### src/rtl/cic_pkg.sv
// Shared definitions for the multi-channel CIC decimator.
//   cic_width(n, rmax, m) : internal register width that absorbs the full
//                           CIC gain (rmax*m)^n without loss
//   N_MAX, M_MAX          : supported upper limits for order and differential delay
//   cic_acc_t             : accumulator type for the default N=3, RMAX=64, M=1 build
package cic_pkg;

  localparam int N_MAX = 6;
  localparam int M_MAX = 2;

  function automatic int cic_width(input int n, input int rmax, input int m);
    return n * $clog2(rmax * m) + 1;
  endfunction

  typedef logic [cic_width(3, 64, 1)-1:0] cic_acc_t;

endpackage

### src/rtl/cic_comb_stage.sv
// One registered CIC comb stage: out = in - in[z^-M], modulo 2^W.
// The delay line only advances on in_valid, so the comb operates at the
// decimated rate regardless of how sparse the ticks are.
// Ports:
//   clk, rst   clock, asynchronous active-high reset
//   in_valid   a new decimated sample is present on in
//   in         W-bit input sample
//   out_valid  in_valid delayed by one clock
//   out        W-bit comb result, updated one clock after in_valid
module cic_comb_stage
  import cic_pkg::*;
#(
  parameter int W = 19,
  parameter int M = 1
) (
  input  logic         clk,
  input  logic         rst,
  input  logic         in_valid,
  input  logic [W-1:0] in,
  output logic         out_valid,
  output logic [W-1:0] out
);

  logic [W-1:0] dly [M];

  always_ff @(posedge clk or posedge rst) begin
    if (rst) begin
      out_valid <= 1'b0;
      out       <= '0;
      for (int i = 0; i < M; i++) dly[i] <= '0;
    end else begin
      out_valid <= in_valid;
      if (in_valid) begin
        // Wrap-around subtraction is intended; the integrators overflow too.
        out    <= in - dly[M-1];
        dly[0] <= in;
        for (int i = 1; i < M; i++) dly[i] <= dly[i-1];
      end
    end
  end

endmodule

### src/rtl/cic_decim_array.sv
// Multi-channel N-stage CIC decimator for 1-bit PDM streams. One packed PCM
// word (all channels) is produced per decimation period and handed over on a
// valid/ready output with sticky overrun detection.
// Optional build macro: CIC_ROUND_EN -- round-half-up with saturation to OUT_W
// bits, one extra clock of latency (N+2 instead of N+1).
// Ports:
//   clk, rst     clock, asynchronous active-high reset
//   din          one PDM bit per channel (bit k = channel k)
//   din_valid    PDM sample strobe
//   dec_rate     decimation ratio minus one, takes effect at period boundaries
//   out          packed samples, channel k at [k*OUT_W +: OUT_W]
//   out_valid    out holds an unconsumed sample
//   out_ready    consumer accepts out when out_valid && out_ready
//   overrun      sticky: a sample was overwritten before acceptance
//   overrun_clr  synchronous clear of overrun (a coincident overrun wins)
module cic_decim_array
  import cic_pkg::*;
#(
  parameter int CH    = 2,
  parameter int N     = 3,
  parameter int M     = 1,
  parameter int RMAX  = 64,
  parameter int DEC_W = 16,
  parameter int OUT_W = 19
) (
  input  logic                clk,
  input  logic                rst,
  input  logic [CH-1:0]       din,
  input  logic                din_valid,
  input  logic [DEC_W-1:0]    dec_rate,
  output logic [CH*OUT_W-1:0] out,
  output logic                out_valid,
  input  logic                out_ready,
  output logic                overrun,
  input  logic                overrun_clr
);

  localparam int W = cic_width(N, RMAX, M);
  localparam int D = W - OUT_W;  // LSBs dropped at the output

  // ---------------------------------------------------------------------------
  // Shared decimation counter. Until the first post-reset clock has latched
  // dec_rate into r_cur, the live input is used so the first period is exact.
  // ---------------------------------------------------------------------------
  logic [DEC_W-1:0] cnt;
  logic [DEC_W-1:0] r_cur;
  logic [DEC_W-1:0] r_eff;
  logic             loaded;
  logic             tick;

  assign r_eff = loaded ? r_cur : dec_rate;
  assign tick  = din_valid && (cnt == r_eff);

  // NOTE: clocked state uses non-blocking assignments so every register
  // samples pre-edge values, independent of statement order.
  always_ff @(posedge clk or posedge rst) begin
    if (rst) begin
      cnt    <= '0;
      r_cur  <= '0;
      loaded <= 1'b0;
    end else begin
      loaded <= 1'b1;
      if (!loaded || tick) r_cur <= dec_rate;
      if (tick)           cnt <= '0;
      else if (din_valid) cnt <= cnt + DEC_W'(1);
    end
  end

  // ---------------------------------------------------------------------------
  // Integrator chains: stage 0 adds din, stage i adds the previous stage.
  // ---------------------------------------------------------------------------
  logic [W-1:0] integ [CH][N];

  always_ff @(posedge clk or posedge rst) begin
    if (rst) begin
      // NOTE: this array is a handful of registers, not a RAM, and a clean
      // start matters for the transient, so it is reset like any flop.
      for (int c = 0; c < CH; c++)
        for (int i = 0; i < N; i++) integ[c][i] <= '0;
    end else if (din_valid) begin
      for (int c = 0; c < CH; c++) begin
        integ[c][0] <= integ[c][0] + W'(din[c]);
        for (int i = 1; i < N; i++) integ[c][i] <= integ[c][i] + integ[c][i-1];
      end
    end
  end

  // ---------------------------------------------------------------------------
  // Comb pipelines, N stages per channel, fed with the last integrator on tick.
  // ---------------------------------------------------------------------------
  logic [CH-1:0]   comb_v;
  logic [CH*W-1:0] comb_d;

  for (genvar c = 0; c < CH; c++) begin : g_ch
    logic         v [N+1];
    logic [W-1:0] d [N+1];

    assign v[0] = tick;
    assign d[0] = integ[c][N-1];

    for (genvar s = 0; s < N; s++) begin : g_stage
      cic_comb_stage #(.W(W), .M(M)) u_comb (
        .clk       (clk),
        .rst       (rst),
        .in_valid  (v[s]),
        .in        (d[s]),
        .out_valid (v[s+1]),
        .out       (d[s+1])
      );
    end

    assign comb_v[c]          = v[N];
    assign comb_d[c*W +: W]   = d[N];
  end

  // ---------------------------------------------------------------------------
  // Width reduction to OUT_W. All channels tick together, so their valids
  // are identical; the AND just merges them into one strobe.
  // ---------------------------------------------------------------------------
  logic                new_v;
  logic [CH*OUT_W-1:0] new_d;

`ifdef CIC_ROUND_EN
  logic [CH*OUT_W-1:0] rnd;

  for (genvar c = 0; c < CH; c++) begin : g_rnd
    if (D > 0) begin : g_drop
      logic [OUT_W:0] sum;
      // Half-up: add the highest dropped bit; the carry out means saturation.
      assign sum = {1'b0, comb_d[c*W+D +: OUT_W]} + (OUT_W+1)'(comb_d[c*W+D-1]);
      assign rnd[c*OUT_W +: OUT_W] = sum[OUT_W] ? {OUT_W{1'b1}} : sum[OUT_W-1:0];
    end else begin : g_keep
      assign rnd[c*OUT_W +: OUT_W] = comb_d[c*W +: OUT_W];
    end
  end

  always_ff @(posedge clk or posedge rst) begin
    if (rst) begin
      new_v <= 1'b0;
      new_d <= '0;
    end else begin
      new_v <= &comb_v;
      if (&comb_v) new_d <= rnd;
    end
  end
`else
  for (genvar c = 0; c < CH; c++) begin : g_trunc
    assign new_d[c*OUT_W +: OUT_W] = comb_d[c*W+D +: OUT_W];
  end
  assign new_v = &comb_v;
`endif

  // ---------------------------------------------------------------------------
  // Output holding register with valid/ready and sticky overrun.
  // ---------------------------------------------------------------------------
  always_ff @(posedge clk or posedge rst) begin
    if (rst) begin
      out       <= '0;
      out_valid <= 1'b0;
      overrun   <= 1'b0;
    end else begin
      if (new_v) begin
        out       <= new_d;
        out_valid <= 1'b1;
      end else if (out_valid && out_ready) begin
        out_valid <= 1'b0;
      end
      // A new overrun event takes priority over a coincident clear.
      if (new_v && out_valid && !out_ready) overrun <= 1'b1;
      else if (overrun_clr)                 overrun <= 1'b0;
    end
  end

endmodule
### config.mk
export PLATFORM = sky130hd
export DESIGN_NAME = cic_decim_array
export DESIGN_NICKNAME = d
export VERILOG_FILES = /design/src/rtl/cic_pkg.sv /design/src/rtl/cic_comb_stage.sv /design/src/rtl/cic_decim_array.sv
export SDC_FILE = /design/constraint.sdc
export NUM_CORES = 1
export LEC_CHECK = 0
export BUFFER_PORTS_ARGS = -buffer_cell sky130_fd_sc_hd__buf_2
export CAP_MARGIN = 20
export CORE_AREA = 4 4 215 217
export DETAILED_ROUTE_END_ITERATION = 10
export DIE_AREA = 0 0 219 221
export PLACE_DENSITY = 0.71
export SYNTH_ARGS = -nofsm -noshare
export SYNTH_HDL_FRONTEND = slang
export SYNTH_SLANG_ARGS = --single-unit
### constraint.sdc
create_clock -name clk -period 23.9 [get_ports clk]
set_input_delay 2.39 -clock clk [delete_from_list [all_inputs] [get_ports clk]]
set_output_delay 2.39 -clock clk [all_outputs]
set_load 0.02 [all_outputs]
==> impl_metrics.env <==
export IMPL_p_per_area_nw_per_um2=86.3
export IMPL_cts_setup_buffers=0
export IMPL_port_buffers=62
export IMPL_hold_path_class="reg -> reg"
export IMPL_antenna_found_initial=0
export IMPL_startpoint_type="input port"
export IMPL_netlist_top_cells_count="418 x dfrtp_1, 277 x nand2_1, 216 x o21ai_0, 185 x ha_1, 175 x inv_1"
export IMPL_ys_async_sr_fraction=1.00
export IMPL_rsz0062_at_grt="false"
export IMPL_critical_path_class="in -> reg"
export IMPL_drtPass1Iterations=5
export IMPL_yosys_warnings=0
export IMPL_synth_edf_count=0
export IMPL_path_clk_slew_ns=0.06
export IMPL_drc=0
export IMPL_max_cap_violations=0
export IMPL_fmax_mhz=214
export IMPL_r2r_start="loaded$_DFF_PP0_"
export IMPL_cts_tree="done"
export IMPL_drtIter0Drc=922
export IMPL_finalMaxSlewViolations=0
export IMPL_ant_nets=0
export IMPL_grt_max_degree=175
export IMPL_cts_hold_buffers=0
export IMPL_area_delta_synth_final_pct=10.5
export IMPL_ir_drop_mv=0.0784
export IMPL_cellLeakagePower_nw=12.8
export IMPL_die_h_um=221
export IMPL_tns_ns=0
export IMPL_syn_mean_instance_area_um2=9.91
export IMPL_hold_start="g_ch[0].g_stage[2].u_comb.out[3]$_DFFE_PP0P_"
export IMPL_clkSinkCount=418
export IMPL_use_met3=0.0288
export IMPL_required_ns=24.41
export IMPL_cts_root_buf="clkbuf_16"
export IMPL_start_util=0.548
export IMPL_synth_cell_types=65
export IMPL_die_w_um=219
export IMPL_r2r_slack_ns=20.08
export IMPL_power_total_mw=2.31
export IMPL_grt_use_total=0.189
export IMPL_setup_viol=0
export IMPL_min_to="g_ch[0].g_stage[2].u_comb.out[3]$_DFFE_PP0P_"
export IMPL_core_um2=44100
export IMPL_synth_top_area_frac=0.432
export IMPL_gp_congestion=0.861
export IMPL_grt_busiest_layer="met2"
export IMPL_post_route_period_util=0.195
export IMPL_synth_area_um2=24200
export IMPL_wire_per_inst_um=14.6
export IMPL_cts_max_level=2
export IMPL_pin_count=63
export IMPL_drive_gt1_frac=0.133
export IMPL_relSlewSlack=0.354
export IMPL_via_per_inst=5.52
export IMPL_yosysTopAreaCell="dfrtp_1"
export IMPL_cts_resized=0
export IMPL_dp_hpwl_mm=32.5
export IMPL_path_max_fanout=15
export IMPL_grt_pass1_vias=16800
export IMPL_finalWorstPathRequiredPeriod_ns=4.67
export IMPL_yosysMostFrequentCell="dfrtp_1"
export IMPL_syn_nets=2660
export IMPL_num_antenna_cells=0
export IMPL_worstMarginPinSlew_ns=0.969
export IMPL_r2r_cells=8
export IMPL_min_path_cells=1
export IMPL_cp_arrival_ns=5.18
export IMPL_vias=17200
export IMPL_grt_pass1_wl_mm=79.3
export IMPL_nNetsFinal=2707
export IMPL_synthCells=2442
export IMPL_rows=77
export IMPL_ys_flop_type="dfrtp_1"
export IMPL_synth_seq_cells=418
export IMPL_ys_top_cells_by_area="dfrtp_1 43%, ha_1 9.6%, mux2_2 7.7%"
export IMPL_cts_buffers=47
export IMPL_ys_seq_area_frac=0.432
export IMPL_gr_usage_met2=0.301
export IMPL_clk_path_buf_depth=3
export IMPL_grt_overflow=0
export IMPL_dieArea_um2=48400
export IMPL_hold_viol=0
export IMPL_gr_usage_met1=0.273
export IMPL_clkLatencyLatePin_ns=0.58
export IMPL_wl_mm=45.5
export IMPL_crit_path_end_kind="flip-flop"
export IMPL_skew_ns=0.0202
export IMPL_status="completed"
export IMPL_r2r_end="g_ch[0].g_stage[0].u_comb.out[17]$_DFFE_PP0P_"
[kinds of logic after synthesis]
| logic type | count (synthesis) | share of synthesized area |
|---|---|---|
| xor+xnor | 205 | 0.0742 |
| simple gates | 623 | 0.120 |
| fa+ha+maj | 195 | 0.104 |
| other cells | 1 | 0.000155 |
| mux | 186 | 0.0855 |
| compound gates | 566 | 0.145 |
| flops | 418 | 0.432 |
| buf+inv | 248 | 0.0392 |
[cell type report]
type                            instances  area [µm²]
Fill cell                            3714       17400
Multi-Input combinational cell       1776       12800
Sequential cell                       418       10500
Clock buffer                           61        1330
Tap cell                              592         741
Inverter                              175         664
Timing Repair Buffer                   71         393
Clock inverter                         25         357
[state kept, by name, indices dropped and copies added (netlist names)]
signal                         count
loaded                             1
g_ch.d                            38
g_ch.g_stage.u_comb.dly          114
out_valid                          1
overrun                            1
cnt                               16
g_ch.g_stage.u_comb.out          114
g_ch.g_stage.u_comb.out_valid      3
out                               38
integ                             76
r_cur                             16
[layer usage]
metal	vias to the layer above	wire length, µm
met4	0	956
met1	8202	22600
li1	8693	-
met5	-	0
met2	259	20400
met3	70	1550
[cells in the final DEF, fill, tap and decap left out, types with 8 or more instances in the layout]
cell	synthesis	routed
dfrtp_1	418	416
nand2_1	277	277
o21ai_0	216	216
ha_1	185	185
inv_1	175	174
mux2_2	165	165
xnor2_1	147	147
a21oi_1	114	114
nor2_1	110	110
buf_2	3	61
xor2_1	58	58
a21o_1	57	57
clkbuf_16	0	48
nand3_1	44	43
nor3_1	39	39
o21a_1	28	28
and3_1	23	22
nor2b_1	21	21
nand2b_1	21	21
mux2i_1	21	21
nand4_1	20	20
o31ai_1	19	19
o21bai_1	18	18
a211oi_1	15	15
or3_1	14	14
a31oi_1	13	13
fa_1	10	10
nor4_1	9	9
o41ai_1	9	9
clkinv_2	0	9
buf_4	0	9
and2_1	8	8
a211o_1	8	8
nor4b_1	8	8
clkbuf_8	0	8
bufinv_16	0	8
[per-stage QoR]
stage	hold WS, ns	util	setup WS [ns]	std cells	cell area, µm²
finish	0.485	0.606	19.23	3118	26700
detailed placement	0.475	0.568	18.66	3032	25100
global route	0.514	0.606	19.16	3118	26700
global placement	0.463	0.568	18.72	3032	25100
CTS	0.489	0.606	19.29	3118	26700
floorplan	0.352	-	9.88	2442	24200
[power breakdown]
| group | internal (mW) | switching, mW | total [mW] |
|---|---|---|---|
| clock | 0.480 | 0.291 | 0.771 |
| sequential | 0.776 | 0.0850 | 0.861 |
| combinational | 0.327 | 0.349 | 0.676 |
[worst max-delay path by stage]
stage / end / from / cells past startpoint
2_1_floorplan: cnt[0]$_DFFE_PP0P_ / rst / 1
3_5_place_dp: g_ch[0].g_stage[0].u_comb.out[17]$_DFFE_PP0P_ / dec_rate[0] / 9
6_report: g_ch[0].g_stage[0].u_comb.out[17]$_DFFE_PP0P_ / dec_rate[0] / 9
4_1_cts: g_ch[0].g_stage[0].u_comb.out[17]$_DFFE_PP0P_ / dec_rate[0] / 9
3_3_place_gp: g_ch[0].g_stage[0].u_comb.out[17]$_DFFE_PP0P_ / dec_rate[0] / 9
5_1_grt: g_ch[0].g_stage[0].u_comb.out[17]$_DFFE_PP0P_ / dec_rate[0] / 9
[critical path, stage by stage]
cell and delay [ns]:
buf_2 0.10, mux2i_1 0.18, xnor2_1 0.15, or4_1 0.53, or4_1 0.51, or4_1 0.81
nor4b_2 0.34, a211oi_1 0.06, nand2_1 0.10
No activity file was read; power rests on OpenSTA's default activity.
